===== src/rtl/multi_channel_fifo.sv =====
// Single-clock FIFO with CHANNELS independent queues sharing one write and one read port.
// Optional MULTI_CHANNEL_FIFO_ALMOST_FLAGS_EN adds ALMOST_MARGIN and almost_full/almost_empty.
module multi_channel_fifo #(
    parameter int CAPACITY  = 3,
    parameter int BIT_WIDTH = 8,
    parameter int CHANNELS  = 2,
`ifdef MULTI_CHANNEL_FIFO_ALMOST_FLAGS_EN
    parameter int ALMOST_MARGIN = 1,
`endif
    localparam int CH_W  = (CHANNELS > 1) ? $clog2(CHANNELS) : 1,
    localparam int POP_W = $clog2(CAPACITY + 1)
) (
    input  logic                      clock,
    input  logic                      reset,
    input  logic [BIT_WIDTH-1:0]      data_in,
    input  logic                      enqueue,
    input  logic [CH_W-1:0]           enqueue_channel,
    input  logic                      dequeue,
    input  logic [CH_W-1:0]           dequeue_channel,
    input  logic [CHANNELS-1:0]       flush,
    output logic [BIT_WIDTH-1:0]      data_out,
    output logic                      data_out_valid,
    output logic [CHANNELS*POP_W-1:0] population,
    output logic [CHANNELS-1:0]       full,
    output logic [CHANNELS-1:0]       empty,
    output logic                      overflow,
`ifdef MULTI_CHANNEL_FIFO_ALMOST_FLAGS_EN
    output logic                      underflow,
    output logic [CHANNELS-1:0]       almost_full,
    output logic [CHANNELS-1:0]       almost_empty
`else
    output logic                      underflow
`endif
);

    localparam int PTR_W = $clog2(CAPACITY);
    localparam logic [CH_W:0]         CH_LIMIT = CHANNELS[CH_W:0];
    localparam logic [CHANNELS-1:0]   CH_ONE   = CHANNELS'(1'b1);
    localparam logic [POP_W-1:0]      POP_FULL = POP_W'(CAPACITY);
    localparam logic [PTR_W-1:0]      PTR_LAST = PTR_W'(CAPACITY - 1);

    logic [BIT_WIDTH-1:0] buf_r  [CHANNELS][CAPACITY];
    logic [PTR_W-1:0]     wptr_r [CHANNELS];
    logic [PTR_W-1:0]     rptr_r [CHANNELS];
    logic [POP_W-1:0]     pop_r  [CHANNELS];

    logic                 enq_in_range_s;
    logic                 deq_in_range_s;
    logic [CHANNELS-1:0]  enq_sel_s;
    logic [CHANNELS-1:0]  deq_sel_s;
    logic [CHANNELS-1:0]  enq_acc_s;
    logic [CHANNELS-1:0]  deq_acc_s;
    logic                 ovf_evt_s;
    logic                 udf_evt_s;
    logic [BIT_WIDTH-1:0] rd_data_s;

    // Capacity is not necessarily a power of two, so wrap by explicit compare.
    function automatic logic [PTR_W-1:0] ptr_next(input logic [PTR_W-1:0] p);
        return (p == PTR_LAST) ? '0 : p + PTR_W'(1);
    endfunction

    // Request decode, per-channel acceptance and error events.
    always_comb begin
        enq_in_range_s = ({1'b0, enqueue_channel} < CH_LIMIT);
        deq_in_range_s = ({1'b0, dequeue_channel} < CH_LIMIT);
        enq_sel_s = (enqueue && enq_in_range_s) ? (CH_ONE << enqueue_channel) : '0;
        deq_sel_s = (dequeue && deq_in_range_s) ? (CH_ONE << dequeue_channel) : '0;
        enq_acc_s = '0;
        deq_acc_s = '0;
        for (int c = 0; c < CHANNELS; c++) begin
            deq_acc_s[c] = deq_sel_s[c] && !flush[c] && (pop_r[c] != '0);
            // A full queue still accepts a write when the same cycle frees a slot.
            enq_acc_s[c] = enq_sel_s[c] && !flush[c] && ((pop_r[c] != POP_FULL) || deq_acc_s[c]);
        end
        ovf_evt_s = (enqueue && !enq_in_range_s) || (|(enq_sel_s & ~flush & ~enq_acc_s));
        udf_evt_s = (dequeue && !deq_in_range_s) || (|(deq_sel_s & ~flush & ~deq_acc_s));
        if (deq_in_range_s) begin
            rd_data_s = buf_r[dequeue_channel][rptr_r[dequeue_channel]];
        end else begin
            rd_data_s = '0;
        end
    end

    // Queue storage; contents are don't-care after reset so no reset term.
    always_ff @(posedge clock) begin
        for (int c = 0; c < CHANNELS; c++) begin
            if (!reset && enq_acc_s[c]) begin
                buf_r[c][wptr_r[c]] <= data_in;
            end
        end
    end

    // Pointers, populations, read data and sticky error flags.
    always_ff @(posedge clock) begin
        if (reset) begin
            for (int c = 0; c < CHANNELS; c++) begin
                wptr_r[c] <= '0;
                rptr_r[c] <= '0;
                pop_r[c]  <= '0;
            end
            data_out       <= '0;
            data_out_valid <= 1'b0;
            overflow       <= 1'b0;
            underflow      <= 1'b0;
        end else begin
            for (int c = 0; c < CHANNELS; c++) begin
                if (flush[c]) begin
                    wptr_r[c] <= '0;
                    rptr_r[c] <= '0;
                    pop_r[c]  <= '0;
                end else begin
                    if (enq_acc_s[c]) begin
                        wptr_r[c] <= ptr_next(wptr_r[c]);
                    end
                    if (deq_acc_s[c]) begin
                        rptr_r[c] <= ptr_next(rptr_r[c]);
                    end
                    if (enq_acc_s[c] && !deq_acc_s[c]) begin
                        pop_r[c] <= pop_r[c] + POP_W'(1);
                    end else if (deq_acc_s[c] && !enq_acc_s[c]) begin
                        pop_r[c] <= pop_r[c] - POP_W'(1);
                    end
                end
            end
            data_out_valid <= |deq_acc_s;
            if (|deq_acc_s) begin
                data_out <= rd_data_s;
            end
            if (ovf_evt_s) begin
                overflow <= 1'b1;
            end
            if (udf_evt_s) begin
                underflow <= 1'b1;
            end
        end
    end

    // Status views derived from the registered populations.
    always_comb begin
        population = '0;
        full       = '0;
        empty      = '0;
`ifdef MULTI_CHANNEL_FIFO_ALMOST_FLAGS_EN
        almost_full  = '0;
        almost_empty = '0;
`endif
        for (int c = 0; c < CHANNELS; c++) begin
            population[c*POP_W +: POP_W] = pop_r[c];
            full[c]  = (pop_r[c] == POP_FULL);
            empty[c] = (pop_r[c] == '0);
`ifdef MULTI_CHANNEL_FIFO_ALMOST_FLAGS_EN
            almost_full[c]  = (int'(pop_r[c]) >= (CAPACITY - ALMOST_MARGIN));
            almost_empty[c] = (int'(pop_r[c]) <= ALMOST_MARGIN);
`endif
        end
    end

endmodule


===== config.mk =====
export PLATFORM = sky130hd
export DESIGN_NAME = multi_channel_fifo
export DESIGN_NICKNAME = d
export VERILOG_FILES = /design/src/rtl/multi_channel_fifo.sv
export SDC_FILE = /design/constraint.sdc
export NUM_CORES = 1
export LEC_CHECK = 0
export CORE_AREA = 2 2 79 89
export DETAILED_ROUTE_END_ITERATION = 7
export DIE_AREA = 0 0 81 91
export PLACE_DENSITY = 0.71
export SETUP_SLACK_MARGIN = 0.02
export SLEW_MARGIN = 10
export SYNTH_ARGS = -nofsm -noshare
export SYNTH_HDL_FRONTEND = slang
export SYNTH_SLANG_ARGS = --single-unit

===== constraint.sdc =====
create_clock -name clock -period 2.26 [get_ports clock]
set_input_delay 0.452 -clock clock [delete_from_list [all_inputs] [get_ports clock]]
set_output_delay 0.452 -clock clock [all_outputs]
set_load 0.1 [all_outputs]

== After elaboration in Yosys (flattened, before gate mapping) ==
Memories as Yosys holds them, arrays and structs flattened.
Cells that the tools add are included.

* Bits in latches: 0
* Output and inout port bits: 19
* Memories kept: 4
* Bits in read-only memories: 0
* Memory bits (writable): 60
* Input port bits: 16
* Register bits: 11
* Word-level logic and storage cells: 160

* Shift operators: 2
* Order comparisons: 5
* Bitwise operators: 24
* Multipliers: 0
* Div/mod/pow operators: 0
* Muxes and demuxes: 73
* Eq/ne operators: 8
* Reduce and logical (&&, ||, !) cells: 32
* Add/subtract/negate cells: 8

{| class="wikitable"
|+ Memories
! memory !! words !! width !! read ports !! clocked after memory_dff !! wr ports !! line !! source
|-
| buf_r || 2 || 24 || 1 || 0 || 2 || 42 || <nowiki>logic [BIT_WIDTH-1:0] buf_r [CHANNELS][CAPACITY];</nowiki>
|-
| pop_r || 2 || 2 || 2 || 0 || 2 || 45 || <nowiki>logic [POP_W-1:0] pop_r [CHANNELS];</nowiki>
|-
| rptr_r || 2 || 2 || 3 || 0 || 2 || 44 || <nowiki>logic [PTR_W-1:0] rptr_r [CHANNELS];</nowiki>
|-
| wptr_r || 2 || 2 || 2 || 0 || 2 || 43 || <nowiki>logic [PTR_W-1:0] wptr_r [CHANNELS];</nowiki>
|}

{| class="wikitable"
|+ Operators with widths
! operator !! count
|-
| 24-bit two-way mux || 2
|-
| 1-bit two-way mux || 44
|-
| 2-bit two-way mux || 20
|-
| 8-bit demux with 2-bit select || 2
|-
| 8-bit two-way mux || 4
|-
| 8-bit binary-select mux with 2-bit select || 1
|-
| 1-bit logical AND || 16
|-
| 1-bit bitwise OR || 14
|-
| 2-bit by 1-bit adder with 2-bit output, second input constant || 6
|-
| 2-bit == test, second input constant || 6
|-
| 3-bit greater-or-equal comparator, second input constant || 3
|-
| 2-bit inverter with 3-bit output || 3
|-
| 2-bit AND || 4
|-
| 1-bit zero test || 7
|-
| 3-bit by 1-bit < comparator with 1-bit output, second input constant || 2
|-
| 2-bit inverter || 3
|-
| 2-bit OR reduction || 3
|-
| 2-bit zero test || 2
|-
| 2-bit inequality test, second input constant || 2
|-
| 2-bit nonzero test || 2
|-
| 1-bit by 1-bit << shifter with 2-bit output, first input constant || 2
|-
| 2-bit by 1-bit subtractor with 2-bit output, second input constant || 2
|-
| 1-bit logical OR || 2
|}

== Longest topological paths before layout ==
* Depth after elaboration: 14
* Mapped depth: 6
* Gate-level depth less buffers: 5

== Worst setup path before layout ==
Ideal clock, no wire load.

* Kind: flip-flop to flip-flop
* Start: memory pop_r[0][0] (netlist bit)
* End: memory buf_r[0][0] (netlist bit) (enable)
* Clock period less this slack: 3.507 ns
* Arrival: 3.176 ns
* Slack: -1.247 ns
* Cell stages (with the launch flop): 7
* Data required time: 1.928 ns
* Buffers on the path: 1
* Setup time: 0.332 ns
* Cell sequence: edfxtp_1 > inv_1 > ha_1 > or4b_1 > buf_6 > a2111oi_4 > and2_1

{| class="wikitable"
|+ RTL lines
! element !! line
|-
| start: declaration || 45
|-
| end: declaration || 42
|}

==> flow_metrics.env <==
export IMPL_via_per_inst=5.60
export IMPL_holdWs_ns=0.495
export IMPL_crit_cells=5
export IMPL_crit_path_max_fanout=8
export IMPL_power_density_nw_per_um2=720
export IMPL_number_of_flip_flops_and_latches_in_the_synthesized_netlist=71
export IMPL_finalCoreUtilization=0.610
export IMPL_min_path_type="reg2reg"
export IMPL_dominant_combinational_cell_family_by_area_after_synthesis="compound AO/OA/AOI/OAI gates"
export IMPL_critPathTopFamily="simple AND/OR/NAND/NOR gates"
export IMPL_via_total_after_detailed_routing=2023
export IMPL_share_of_cells_above_drive_strength_1=0.283
export IMPL_highest_layer="met4"
export IMPL_wire_per_inst_um=18.5
export IMPL_design_final_nets=300
export IMPL_number_of_buffers_inserted_by_port_buffering=34
export IMPL_postSynth_topFlopCell="edfxtp_1"
export IMPL_timing_critical_path_slowest_cell_delay_ns=0.61
export IMPL_timing_clock_skew_ns=0.0126
export IMPL_die_h_um=91
export IMPL_criticalPathCategory="in2reg"
export IMPL_finalNonFillerCells=361
export IMPL_setup_viols_final=0
export IMPL_antenna_found_initial=0
export IMPL_antenna_violating_nets_post_route=0
export IMPL_fp_coreArea_um2=6440
export IMPL_clkLatencyLatePin_ns=0.35
export IMPL_number_of_h_tree_branching_levels=3
export IMPL_hold_violations=0
export IMPL_worstRegToRegCells=6
export IMPL_asyncSetResetFlopFracSynth=0
export IMPL_grt_max_degree=18
export IMPL_vdd_drop_max_uv=501
export IMPL_synth_seq_area_share=0.638
export IMPL_grt_remaining_overflow=0
export IMPL_reg2reg_setup_slack_ns=0.14
export IMPL_worstPathArrival_ns=2.22
export IMPL_grt_util_all_layers=0.197
export IMPL_layout_min_cycle_time_ns=2.17
export IMPL_critPathCaptureType="register"
export IMPL_drt_pass_1_iters=4
export IMPL_fin_crit_sh=0.959
export IMPL_drt_initial_drc_count=113
export IMPL_gp_routability_congestion=0.796
export IMPL_timing_critical_path_from_type="input port"
export IMPL_result_of_the_run="completed"
export IMPL_post_synth_instance_area_um2=3170
export IMPL_power_leakage_nw=1.37
export IMPL_total_power_mw=2.83
export IMPL_met3WireLength_um=378
export IMPL_cts_root_buf="clkbuf_8"
export IMPL_cp_num_buf_inv=2
export IMPL_ys_types=41
export IMPL_cp_data_required_time_ns=2.31
export IMPL_tritoncts="yes"
export IMPL_max_clock_path_buffers=2
export IMPL_setup_tns_ns=0
export IMPL_grt_pass1_wl_mm=10.6
export IMPL_post_cts_buffers=0
export IMPL_detailed_place_hpwl_mm=4.73
export IMPL_cts_made_buffers=9
export IMPL_whs_path_depth=1
export IMPL_routed_wirelength_mm=6.68
export IMPL_rsz0062_at_grt="false"
export IMPL_maxCapViolations=0
export IMPL_ant_cells=0
export IMPL_ys_warnings_count=0
export IMPL_slew_limit_headroom=0.653
export IMPL_detail_route_drc_violations=0
export IMPL_drv_slew=0
export IMPL_synth_compound_gate_area_share=0.115
export IMPL_synthXorXnorAreaFrac=0
export IMPL_synth_simple_gate_area_share=0.0979
export IMPL_critPathSlowestCell="or4b_1"
export IMPL_cts_hold_buffers_added=0
export IMPL_achievable_frequency_ghz=0.462
export IMPL_rows=31
export IMPL_post_synthesis_net_count=248
export IMPL_ios=35
export IMPL_synth_avg_cell_area_um2=14.3
export IMPL_synth_adder_area_share=0.0395
export IMPL_initial_core_util=0.492
export IMPL_numClockSinks=71
export IMPL_first_global_vias=2046
export IMPL_detail_route_wirelength_met1_mm=2.72
export IMPL_die_area_um2=7370
export IMPL_n_fill_cell=523
export IMPL_synth_edf_count=60
export IMPL_syn_inst=222
export IMPL_cts_resized=0
export IMPL_detailroute_wirelength_met2_mm=3.43
export IMPL_timing_worst_slew_pin_value_ns=0.521
export IMPL_area_delta_synth_final_pct=23.9
export IMPL_worstPathCellList="clkdlybuf4s50_1 -> or4b_1 -> a2111oi_4 -> buf_4 -> and2_4"
export IMPL_clk_transition_reported_paths_ns=0.07
export IMPL_synth_mux_area_frac=0.0790
export IMPL_placed_cells=345
export IMPL_floorplan_die_width_um=81
## flip-flops by register name, indices dropped and copies added (netlist names)
name,flops
pop_r,4
buf_r,48
data_out_valid,1
wptr_r,4
rptr_r,4
overflow,1
underflow,1
data_out,8
## final cells by class
| class | count | area (um2) | share of cell area |
|---|---|---|---|
| Multi-Input combinational cell | 127 | 1080 | 0.276 |
| Tap cell | 82 | 103 | 0.0261 |
| Sequential cell | 71 | 2020 | 0.515 |
| Clock buffer | 13 | 159 | 0.0405 |
| Timing Repair Buffer | 55 | 500 | 0.127 |
| Inverter | 10 | 41.3 | 0.0105 |
| Clock inverter | 3 | 18.8 | 0.00478 |
## cell usage after synthesis, drive strengths merged, types with 7 or more instances
master / number / area, um2
inv: 10 / 37.5
mux2i: 16 / 160
clkbuf: 10 / 37.5
and2: 7 / 43.8
dfxtp: 11 / 220
o21ai: 9 / 45.0
edfxtp: 60 / 1800
a211oi: 11 / 82.6
o22a: 8 / 70.1
a311oi: 8 / 70.1
ha: 10 / 125
mux2: 8 / 90.1
## cells by family after synthesis
kind of cell | Yosys count
simple gates | 47
fa+ha+maj | 10
buf+inv | 24
flops | 71
mux | 24
compound gates | 46
## stage by stage
step / setup slack (ns) / instance area, um2
5_1_grt: 0.0345 / 3930
2_1_floorplan: -0.701 / 3210
6_report: 0.0934 / 3930
4_1_cts: 0.0792 / 3930
3_3_place_gp: -0.257 / 3750
3_5_place_dp: -0.273 / 3750
## routing by layer
metal	track usage	vias up
met5	0	-
met4	0.0989	0
met3	0.0249	11
met2	0.325	57
met1	0.253	980
li1	-	975
## placed cells by master, fill, tap and decap left out, types with 2 or more instances in the layout
master and count:
nor4_1 4, edfxtp_1 60, buf_4 36, mux2_2 8, nor4b_1 2, a311oi_1 8
a211oi_1 11, clkbuf_8 11, ha_1 9, clkbuf_1 2, or4b_2 2, nand3_1 4
o21ai_0 8, nor3b_1 4, nand2b_1 3, o22a_1 8, nor2_1 3, inv_1 7
nand3b_1 2, and3b_1 3, dfxtp_1 11, nand2_1 5, mux2i_1 16, clkinvlp_4 3
and2_4 3, clkdlybuf4s50_1 15, and2_2 3, buf_12 4, inv_2 2
## report_power, final
group / switching [mW] / total [mW] / leakage [nW] / internal (mW)
Combinational: 0.290 / 0.442 / 0.627 / 0.152
Clock: 0.452 / 0.908 / 0.0833 / 0.456
Sequential: 0.0242 / 1.48 / 0.657 / 1.45
Total: 0.767 / 2.83 / 1.37 / 2.06
## worst paths after layout
check	endpoint	from
hold reg to reg	overflow$_SDFFE_PP0P_	overflow$_SDFFE_PP0P_
setup reg to reg	buf_r[0][13]$_DFFE_PP_	pop_r[0][0]$_SDFFCE_PN0P_
setup / recovery	buf_r[0][13]$_DFFE_PP_	dequeue_channel
hold / removal	overflow$_SDFFE_PP0P_	overflow$_SDFFE_PP0P_
Note: power is estimated with default switching activity, not from simulation.
